File: src/rtl/dram_refresh_ctl.sv
// dram_refresh_ctl: FPM/EDO DRAM sequencer for the 68000 bus. It multiplexes
// row/column addresses, drives RAS/CAS/WE/OE and the bus Ready qualifier, and
// runs CAS-before-RAS refresh from an internal interval timer with a
// saturating backlog that preempts CPU accesses once it becomes urgent.
module dram_refresh_ctl #(
  parameter int RA_W         = 10,
  parameter int TRCD         = 2,
  parameter int TCAS         = 2,
  parameter int TRP          = 2,
  parameter int TREF         = 3,
  parameter int REF_INTERVAL = 120,
  parameter int MAX_PEND     = 4,
  parameter int URGENT       = 3
) (
  input  logic                           CLK,
  input  logic                           nRESET,
  input  logic [2*RA_W:1]                A,
  input  logic                           nAS,
  input  logic                           nWE,
  input  logic                           nLDS,
  input  logic                           nUDS,
  input  logic                           RAMCS,
  input  logic                           ASActive,
  input  logic                           ASInactive,
  output logic                           Ready,
  output logic [RA_W-1:0]                RA,
  output logic                           nRAS,
  output logic                           nCAS,
  output logic                           nLWE,
  output logic                           nUWE,
  output logic                           nOE,
  output logic [$clog2(MAX_PEND+1)-1:0]  RefPending,
  output logic                           RefOverrun
);

  localparam int PW    = $clog2(MAX_PEND + 1);
  localparam int MAXA  = (TRCD > TCAS) ? TRCD : TCAS;
  localparam int MAXB  = (TRP > TREF) ? TRP : TREF;
  localparam int MAXT  = (MAXA > MAXB) ? MAXA : MAXB;
  localparam int CW    = (MAXT > 1) ? $clog2(MAXT) : 1;
  localparam int IW    = (REF_INTERVAL > 1) ? $clog2(REF_INTERVAL) : 1;

  typedef enum logic [2:0] {
    S_IDLE, S_RAS, S_CAS, S_HOLD, S_PRE, S_RCAS, S_RRAS
  } state_e;

  state_e         state_q, state_d;
  logic [CW-1:0]  timer_q, timer_d;
  logic [IW-1:0]  intervalCnt_q, intervalCnt_d;
  logic [PW-1:0]  pending_q, pending_d;
  logic           overrun_q, overrun_d;
  logic           nRas_q, nRas_d;
  logic           nCas_q, nCas_d;
  logic           ready_q, ready_d;
  logic           tick;
  logic           takeRefresh;
  logic           accessReq;
  logic           isColumn;
  logic           isAccess;

  assign accessReq = ASActive & RAMCS;

  // Refresh interval down-counter: one tick each time it wraps through zero.
  always_comb begin
    tick          = (intervalCnt_q == '0);
    intervalCnt_d = tick ? IW'(REF_INTERVAL - 1) : intervalCnt_q - IW'(1);
  end

  // Sequencer next state; strobes and ready are registered from the next state.
  always_comb begin
    state_d     = state_q;
    timer_d     = timer_q;
    takeRefresh = 1'b0;
    unique case (state_q)
      S_IDLE: begin
        if (pending_q >= PW'(URGENT)) begin
          state_d     = S_RCAS;
          takeRefresh = 1'b1;
        end else if (accessReq) begin
          state_d = S_RAS;
          timer_d = CW'(TRCD - 1);
        end else if (pending_q != '0) begin
          state_d     = S_RCAS;
          takeRefresh = 1'b1;
        end
      end
      S_RAS: begin
        if (timer_q == '0) begin
          state_d = S_CAS;
          timer_d = CW'(TCAS - 1);
        end else begin
          timer_d = timer_q - CW'(1);
        end
      end
      S_CAS: begin
        if (timer_q == '0) state_d = S_HOLD;
        else               timer_d = timer_q - CW'(1);
      end
      S_HOLD: begin
        if (ASInactive) begin
          state_d = S_PRE;
          timer_d = CW'(TRP - 1);
        end
      end
      S_PRE: begin
        if (timer_q == '0) state_d = S_IDLE;
        else               timer_d = timer_q - CW'(1);
      end
      S_RCAS: begin
        state_d = S_RRAS;
        timer_d = CW'(TREF - 1);
      end
      S_RRAS: begin
        if (timer_q == '0) begin
          state_d = S_PRE;
          timer_d = CW'(TRP - 1);
        end else begin
          timer_d = timer_q - CW'(1);
        end
      end
      default: state_d = S_IDLE;
    endcase
    nRas_d  = !(state_d inside {S_RAS, S_CAS, S_HOLD, S_RRAS});
    nCas_d  = !(state_d inside {S_CAS, S_HOLD, S_RCAS, S_RRAS});
    ready_d = (state_d == S_HOLD);
  end

  // Backlog: a tick that coincides with a refresh start takes the freed slot.
  always_comb begin
    pending_d = pending_q;
    overrun_d = overrun_q;
    if (tick && !takeRefresh) begin
      if (pending_q == PW'(MAX_PEND)) overrun_d = 1'b1;
      else                            pending_d = pending_q + PW'(1);
    end else if (takeRefresh && !tick) begin
      pending_d = pending_q - PW'(1);
    end
  end

  // State, timers and registered strobes; reset forces every strobe high.
  always_ff @(posedge CLK or negedge nRESET) begin
    if (!nRESET) begin
      state_q       <= S_IDLE;
      timer_q       <= '0;
      intervalCnt_q <= IW'(REF_INTERVAL - 1);
      pending_q     <= '0;
      overrun_q     <= 1'b0;
      nRas_q        <= 1'b1;
      nCas_q        <= 1'b1;
      ready_q       <= 1'b0;
    end else begin
      state_q       <= state_d;
      timer_q       <= timer_d;
      intervalCnt_q <= intervalCnt_d;
      pending_q     <= pending_d;
      overrun_q     <= overrun_d;
      nRas_q        <= nRas_d;
      nCas_q        <= nCas_d;
      ready_q       <= ready_d;
    end
  end

  // Address mux and the state-qualified enables follow the current state.
  assign isColumn   = (state_q == S_CAS) || (state_q == S_HOLD);
  assign isAccess   = (state_q == S_RAS) || isColumn;
  assign RA         = isColumn ? A[RA_W:1] : A[2*RA_W:RA_W+1];
  assign nRAS       = nRas_q;
  assign nCAS       = nCas_q;
  assign Ready      = ~RAMCS | ready_q;
  assign nOE        = ~(~nAS & nWE & (~nLDS | ~nUDS) & RAMCS & isColumn);
  assign nLWE       = ~(~nAS & ~nWE & ~nLDS & isAccess);
  assign nUWE       = ~(~nAS & ~nWE & ~nUDS & isAccess);
  assign RefPending = pending_q;
  assign RefOverrun = overrun_q;

endmodule

File: config.mk
export PLATFORM = sky130hd
export DESIGN_NAME = dram_refresh_ctl
export DESIGN_NICKNAME = d
export VERILOG_FILES = /design/src/rtl/dram_refresh_ctl.sv
export SDC_FILE = /design/constraint.sdc
export NUM_CORES = 1
export LEC_CHECK = 0
export BUFFER_PORTS_ARGS = -buffer_cell sky130_fd_sc_hd__buf_2
export CAP_MARGIN = 20
export CORE_ASPECT_RATIO = 1.4
export CORE_MARGIN = 1.5
export CORE_UTILIZATION = 44
export CTS_BUF_LIST = sky130_fd_sc_hd__clkbuf_4 sky130_fd_sc_hd__clkbuf_8
export DETAILED_ROUTE_END_ITERATION = 10
export PLACE_DENSITY = 0.71
export SYNTH_ARGS = -nofsm -noshare
export SYNTH_HDL_FRONTEND = slang
export SYNTH_SLANG_ARGS = --single-unit
File: constraint.sdc
create_clock -name CLK -period 4.3 [get_ports CLK]
set_input_delay 0.215 -clock CLK [delete_from_list [all_inputs] [get_ports CLK]]
set_output_delay 0.215 -clock CLK [all_outputs]
set_load 0.01 [all_outputs]
==> results of run 1 <==
[worst max path at each step]
stage / end / from
global route: RefPending[2] / RefPending[1]
detailed placement: RefPending[2] / RefPending[1]
floorplan: RefPending[2] / intervalCnt_q[0]
global placement: RefPending[2] / RefPending[1]
CTS: RefPending[2] / RefPending[1]
finish: RefPending[2] / RefPending[1]
[final cells by class]
type | count | area [um^2] | area share [%]
Clock inverter | 1 | 5.005 | 0.3106
Sequential cell | 19 | 485.5 | 30.12
Clock buffer | 3 | 41.29 | 2.562
Inverter | 8 | 30.03 | 1.863
Multi-Input combinational cell | 100 | 753.2 | 46.74
Tap cell | 37 | 46.29 | 2.873
Timing Repair Buffer | 49 | 250.2 | 15.53
[layer usage]
| metal | up-vias | part of all wire, % | global-route usage [%] |
|---|---|---|---|
| met5 | - | 0 | 0 |
| met4 | 0 | 0.56 | 7.143 |
| met3 | 2 | 4.2 | 2.212 |
| met2 | 34 | 53 | 37.16 |
| met1 | 547 | 42 | 22.42 |
| li1 | 579 | - | - |
[stage by stage]
stage,power [uW],setup WS [ps],instances
floorplan,669.7,1826,136
global placement,773.2,1685,212
detailed placement,793.4,1543,212
CTS,921.2,1525,217
global route,993.5,1320,217
finish,915.3,1530,217
[sequential cells by signal (all words and copies together) (netlist names)]
register,flops
intervalCnt_q,7
RefPending,3
state_q,3
timer_q,2
RefOverrun,1
nCAS,1
nRAS,1
ready_q,1
[logic make-up (layout without fill, tap and decap cells)]
| logic type | count (synthesis) | in the layout | share of synthesized area, % |
|---|---|---|---|
| compound gates | 31 | 31 | 17.45 |
| xor+xnor | 5 | 5 | 3.337 |
| fa+ha+maj | 5 | 5 | 5.148 |
| buf+inv | 17 | 61 | 5.624 |
| flops | 19 | 19 | 36.99 |
| mux | 12 | 12 | 10.11 |
| simple gates | 47 | 47 | 21.35 |
[worst min-delay path: cells and delay by family]
kind | cells | cell delay, ps
buf+inv | 1 | 120
compound gates | 1 | 60
simple gates | 1 | 110
[where the power goes]
| group | switching [uW] | internal, uW |
|---|---|---|
| combinational | 235 | 217 |
| sequential | 104 | 235 |
| clock | 59.7 | 64.3 |
| total | 399 | 516 |
[placed cells by master (no fill, tap or decap), types with 3 or more instances in the layout]
cell / n
dfstp_2: 8
buf_2: 48
clkbuf_8: 3
mux2_2: 10
inv_1: 8
nor3_1: 5
xnor2_1: 3
nor2_1: 9
ha_1: 3
nand2_1: 8
or4_1: 3
o21ai_0: 5
dfrtp_1: 11
a21oi_1: 7
nand2b_1: 8
==> results by group, run 1 <==
Pwr
  • VDD IR max: 356.3 uV
  • Power Density: 568.0 mW/mm^2
  • Static Leak: 0.0007688 uW

Clocking
  • Inserted Clock Buffers: 3
  • Root Buffer: clkbuf_8
  • PostCTS Resize Cnt: 0
  • Clock-pin slew on the worst setup and hold paths: 70 ps
  • # hold bufs at CTS: 1
  • Clock sink count: 19
  • CTS tree: yes
  • Maximum clock path buffer count: 2
  • Worst skew pair latency: 250 ps
  • Htree depth: 1
  • # Post-CTS Setup Buffers: 0

Run
  • Max Cap Viol: 0

Logic synthesis
  • Seq/Total Area, Yosys: 36.99%
  • Yosys top cell by area: dfrtp_1
  • Ys Warns: 0
  • Post-synth top cells: dfrtp_1 (11), mux2_2 (10), nor2_1 (9)
  • Count leader, synth: dfrtp_1
  • Ys async rst share: 100.0%
  • Ranking of synthesized cells by area: dfrtp_1 (21%), dfstp_2 (16%), mux2_2 (8.6%)
  • Post-synthesis net count: 169
  • Top-area cell type share of the netlist area: 20.97%
  • Number of flops mapped to enable cells by yosys: 0
  • Post-Synthesis Cell Area: 0.001313 mm^2
  • Unique masters post-synth: 49
  • Synth Register Bits: 19
  • Post-synth top flop: dfrtp_1
  • Syn Area/Cell: 9.651 um^2
  • Syn Inst Count: 136

Timing
  • Final TNS setup: 0 ps
  • Slew Limit Fails: 0
  • Fmax: 0.3610 GHz
  • Final Cycle Share: 64.42%
  • Rel. slew slack: 54.82%
  • Minimum clock period after layout: 2770 ps
  • Setup violators final: 0
  • RSZ-0062 raised after global routing: false
  • Fin Clk Skew: 2.755 ps
  • Final Hold Fails: 0
  • Worst slew pin tran: 673.2 ps
  • Hold slack: 284.1 ps

Worst setup path
  • Crit-path slowest cell: o21ai_1
  • Critical Path Stages: 6
  • WP buf/inv: 0
  • CP Data Arrival Time: 2940 ps
  • Crit-path max cell delay: 550 ps
  • Reg2reg start: RefPending[1]
  • CP delay by family, top: adder cells
  • Worst EP required: 4470 ps
  • Reg2Reg Depth: 6
  • Worst Setup Start Kind: flip-flop
  • Critical path type: reg -> reg
  • Setup slack, reg-to-reg: 1530 ps
  • Reg2reg end: RefPending[2]
  • Crit-path max FO: 11
  • Crit-path cells: maj3_1, o21ai_1, nand2_1, fa_1, or4_1, o211ai_1
  • Critical path capture point type: flip-flop

Finish
  • Fin area: 0.001612 mm^2
  • Final Util: 56.57%
  • Filler Cell Count: 249
  • Fin nets: 214
  • N_diodes: 0
  • Share of cells above drive strength 1: 43.33%
  • Area Growth Syn to Fin: 22.78%

Die
  • DIE WIDTH: 49.16 um
  • I/O Pins: 49
  • Core area: 0.002849 mm^2
  • Initial Util: 46.07%
  • Die H: 67.63 um
  • DIE AREA: 0.003324 mm^2
  • Row count: 23

Global route
  • Initial antenna violation count: 0
  • Global-route wire length before repair: 5133 um
  • GRT Util Overall: 19.55%
  • Largest net degree at the start of global routing: 20
  • Global route overflow: 0
  • Vias in the first global route: 1,149

Detailed routing
  • DR DRC count: 0
  • Initial DRC count: 22
  • Detailed Route WL: 3026 um
  • ANT nets after route: 0
  • Routed wire length per instance: 13.94 um
  • Vias per cell: 5.355
  • Pre-antenna DRT Iters: 5
  • Vias post-DR: 1,162

Hold path
  • Min-delay src: ASInactive
  • Hold path cells: 3
  • Hold Crit Endpoint: ready_q
  • Worst hold path type: in -> reg

Run status
  • Status: finished clean

Placement
  • Number of port buffers: 48
  • Hpwl dp: 2346 um
  • Cell Area, Placed: 0.001555 mm^2
  • Routability Congestion: 0.8121
Note: power is estimated with default switching activity, not from simulation.
==> inputs of run 2 (changes only) <==
--- a/config.mk
+++ b/config.mk
@@ -12,7 +12,7 @@
 export CORE_UTILIZATION = 44
 export CTS_BUF_LIST = sky130_fd_sc_hd__clkbuf_4 sky130_fd_sc_hd__clkbuf_8
 export DETAILED_ROUTE_END_ITERATION = 10
-export PLACE_DENSITY = 0.71
+export PLACE_DENSITY = 0.73
 export SYNTH_ARGS = -nofsm -noshare
 export SYNTH_HDL_FRONTEND = slang
 export SYNTH_SLANG_ARGS = --single-unit
==> constraint.sdc (replaced) <==
create_clock -name CLK -period 2.3 [get_ports CLK]
set_input_delay 0.115 -clock CLK [delete_from_list [all_inputs] [get_ports CLK]]
set_output_delay 0.115 -clock CLK [all_outputs]
set_load 0.01 [all_outputs]
==> results by group, run 2 (synthesis gave the netlist of run 1 again) <==
Run status
  • Status: finished clean

Worst setup path
  • Setup slack, reg-to-reg: 60 ps (-1470 ps)
  • CP Data Arrival Time: 2420 ps (-520 ps)
  • Crit-path slowest cell: or3b_4
  • Critical path capture point type: flip-flop
  • Critical Path Stages: 8 (+2)
  • Worst EP required: 2470 ps (-2000 ps)
  • CP Capture Point: RefPending[2]
  • Worst setup startpoint: intervalCnt_q[1]
  • Crit-path cells: inv_2, ha_4, or3b_4, nor4_4, nand2_1, fa_2, or4_1, o211ai_1
  • Crit-path max cell delay: 410 ps (-140 ps)
  • Reg2reg start: intervalCnt_q[1]
  • Reg2Reg Depth: 8 (+2)
  • Reg2reg end: RefPending[2]
  • Worst Setup Start Kind: flip-flop
  • CP delay by family, top: simple AND/OR/NAND/NOR gates
  • Crit-path max FO: 4 (-7)
  • Critical path type: reg -> reg
  • WP buf/inv: 1 (+1)

Detailed routing
  • Initial DRC count: 27 (+23%)
  • Vias post-DR: 1,218 (+4.8%)
  • ANT nets after route: 0 (unchanged)
  • DR DRC count: 0 (unchanged)
  • Routed wire length per instance: 14.45 um (+3.6%)
  • Detailed Route WL: 3252 um (+7.5%)
  • Vias per cell: 5.413 (+1.1%)
  • Pre-antenna DRT Iters: 4 (-1)

Timing
  • RSZ-0062 raised after global routing: true
  • Minimum clock period after layout: 2244 ps (-526.2 ps)
  • Slew Limit Fails: 0 (unchanged)
  • Worst slew pin tran: 485.9 ps (-187.2 ps)
  • Setup violators final: 0 (unchanged)
  • Final Hold Fails: 0 (unchanged)
  • Final Cycle Share: 97.56% (+33 points)
  • Fmax: 0.4457 GHz (+23%)
  • Fin Clk Skew: 2.329 ps (-0.4262 ps)
  • Rel. slew slack: 67.60% (+13 points)
  • Hold slack: 204.7 ps (-79.39 ps)

Die
  • DIE WIDTH: 49.16 um (unchanged)
  • Core area: 0.002849 mm^2 (unchanged)
  • DIE AREA: 0.003324 mm^2 (unchanged)
  • Initial Util: 46.07% (unchanged)
  • Row count: 23 (unchanged)
  • Die H: 67.63 um (unchanged)
  • I/O Pins: 49 (unchanged)

Pwr
  • Overall power: 1815 uW (+98%)
  • Power Density: 1076 mW/mm^2 (+89%)
  • Static Leak: 0.0007997 uW (+4.0%)
  • VDD IR max: 644.0 uV (+81%)

Finish
  • Area Growth Syn to Fin: 28.50%
  • Final Util: 59.20% (+2.6 points)
  • Largest Register: intervalCnt_q
  • Fin nets: 222 (+3.7%)
  • Fin area: 0.001687 mm^2 (+4.7%)
  • Commonest cells after routing, fill and taps aside: buf_2 (48), dfrtp_1 (11), mux2_2 (10)
  • Commonest non-fill, non-tap cell in the layout: buf_2
  • Max reg flops: 7 (unchanged)
  • Share of cells above drive strength 1: 47.87% (+4.5 points)
  • Fin cells: 225 (+3.7%)
  • N_diodes: 0 (unchanged)

Placement
  • Number of port buffers: 48 (unchanged)
  • Hpwl dp: 2583 um (+10%)
  • DP Cell Count: 220 (+3.8%)
  • Routability Congestion: 0.8545 (+5.2%)
  • Cell Area, Placed: 0.001630 mm^2 (+4.8%)

Clocking
  • Root Buffer: clkbuf_8
  • Clock sink count: 19 (unchanged)
  • Inserted Clock Buffers: 3 (unchanged)
  • Htree depth: 1 (unchanged)
  • CTS tree: yes
  • Clock-pin slew on the worst setup and hold paths: 70 ps (about the same)
  • PostCTS Resize Cnt: 0 (unchanged)
  • Maximum clock path buffer count: 2 (unchanged)
  • # Post-CTS Setup Buffers: 0 (unchanged)
  • Worst skew pair latency: 250 ps (about the same)

Global route
  • Largest net degree at the start of global routing: 20 (unchanged)
  • Global-route wire length before repair: 5299 um (+3.2%)
  • Global route overflow: 0 (unchanged)
  • Vias in the first global route: 1,159 (+0.87%)
  • GRT Util Overall: 20.80% (+1.2 points)
  • Initial antenna violation count: 0 (unchanged)

Hold path
  • Worst hold path type: in -> reg

Run
  • Max Cap Viol: 0 (unchanged)
[run 2: cell count changes in the layout (fill, tap and decap cells not counted)]
cell	previous run	this run
buf_4	0	8
fa_1	1	0
fa_2	0	1
ha_1	3	2
ha_4	0	1
inv_1	8	6
inv_2	0	2
[run 2: routing by layer]
metal	part of all wire, %	GRT usage, %	vias to the layer above	routed length [um]
li1	-	-	596	-
met3	2.4	1.770	6	79
met1	41	24.13	594	1336
met4	1.5	10.00	0	50
met2	55	38.51	22	1786
met5	0	0	-	0
[run 2: worst min-delay path: stages]
cell      delay (ps)
buf_2            120
nand2b_1         120
a21oi_1           60
[run 2: what timing repair did]
item,4_1_cts,5_1_grt
hold buffers,1,0
hold endpoints to repair,11,0
setup endpoints to repair,1,1
pin swaps,2,3
[run 2: power by group]
group,switching [uW],total (uW),internal (uW)
Combinational,614,1090,481
Clock,115,235,120
Sequential,44.3,485,441
Total,773,1820,1040
[run 2: layout make-up]
| class | count | area [um^2] |
|---|---|---|
| clock buffer | 3 | 41.29 |
| clock inverter | 1 | 5.005 |
| fill | 261 | 1162 |
| inverter | 8 | 30.03 |
| multi-input combinational | 100 | 768.2 |
| sequential | 19 | 485.5 |
| tap | 37 | 46.29 |
| timing repair buffer | 57 | 310.3 |
[run 2: worst min-delay path by stage]
stage	from	to	slack [ps]	cells past startpoint
6_report	ASInactive	ready_q	200	3
5_1_grt	ASInactive	ready_q	220	3
4_1_cts	ASInactive	ready_q	190	3
3_5_place_dp	nRESET	timer_q[0]	80	1
3_3_place_gp	nRESET	timer_q[0]	80	1
2_1_floorplan	nRESET	RefOverrun	-180	0
[run 2: metrics by stage]
| step | setup TNS (ps) | worst slack [ps] |
|---|---|---|
| floorplan | -123.5 | -112.8 |
| global placement | 0 | 61.95 |
| detailed placement | -3.148 | -3.148 |
| CTS | 0 | 9.028 |
| global route | -44.67 | -44.67 |
| finish | 0 | 56.16 |
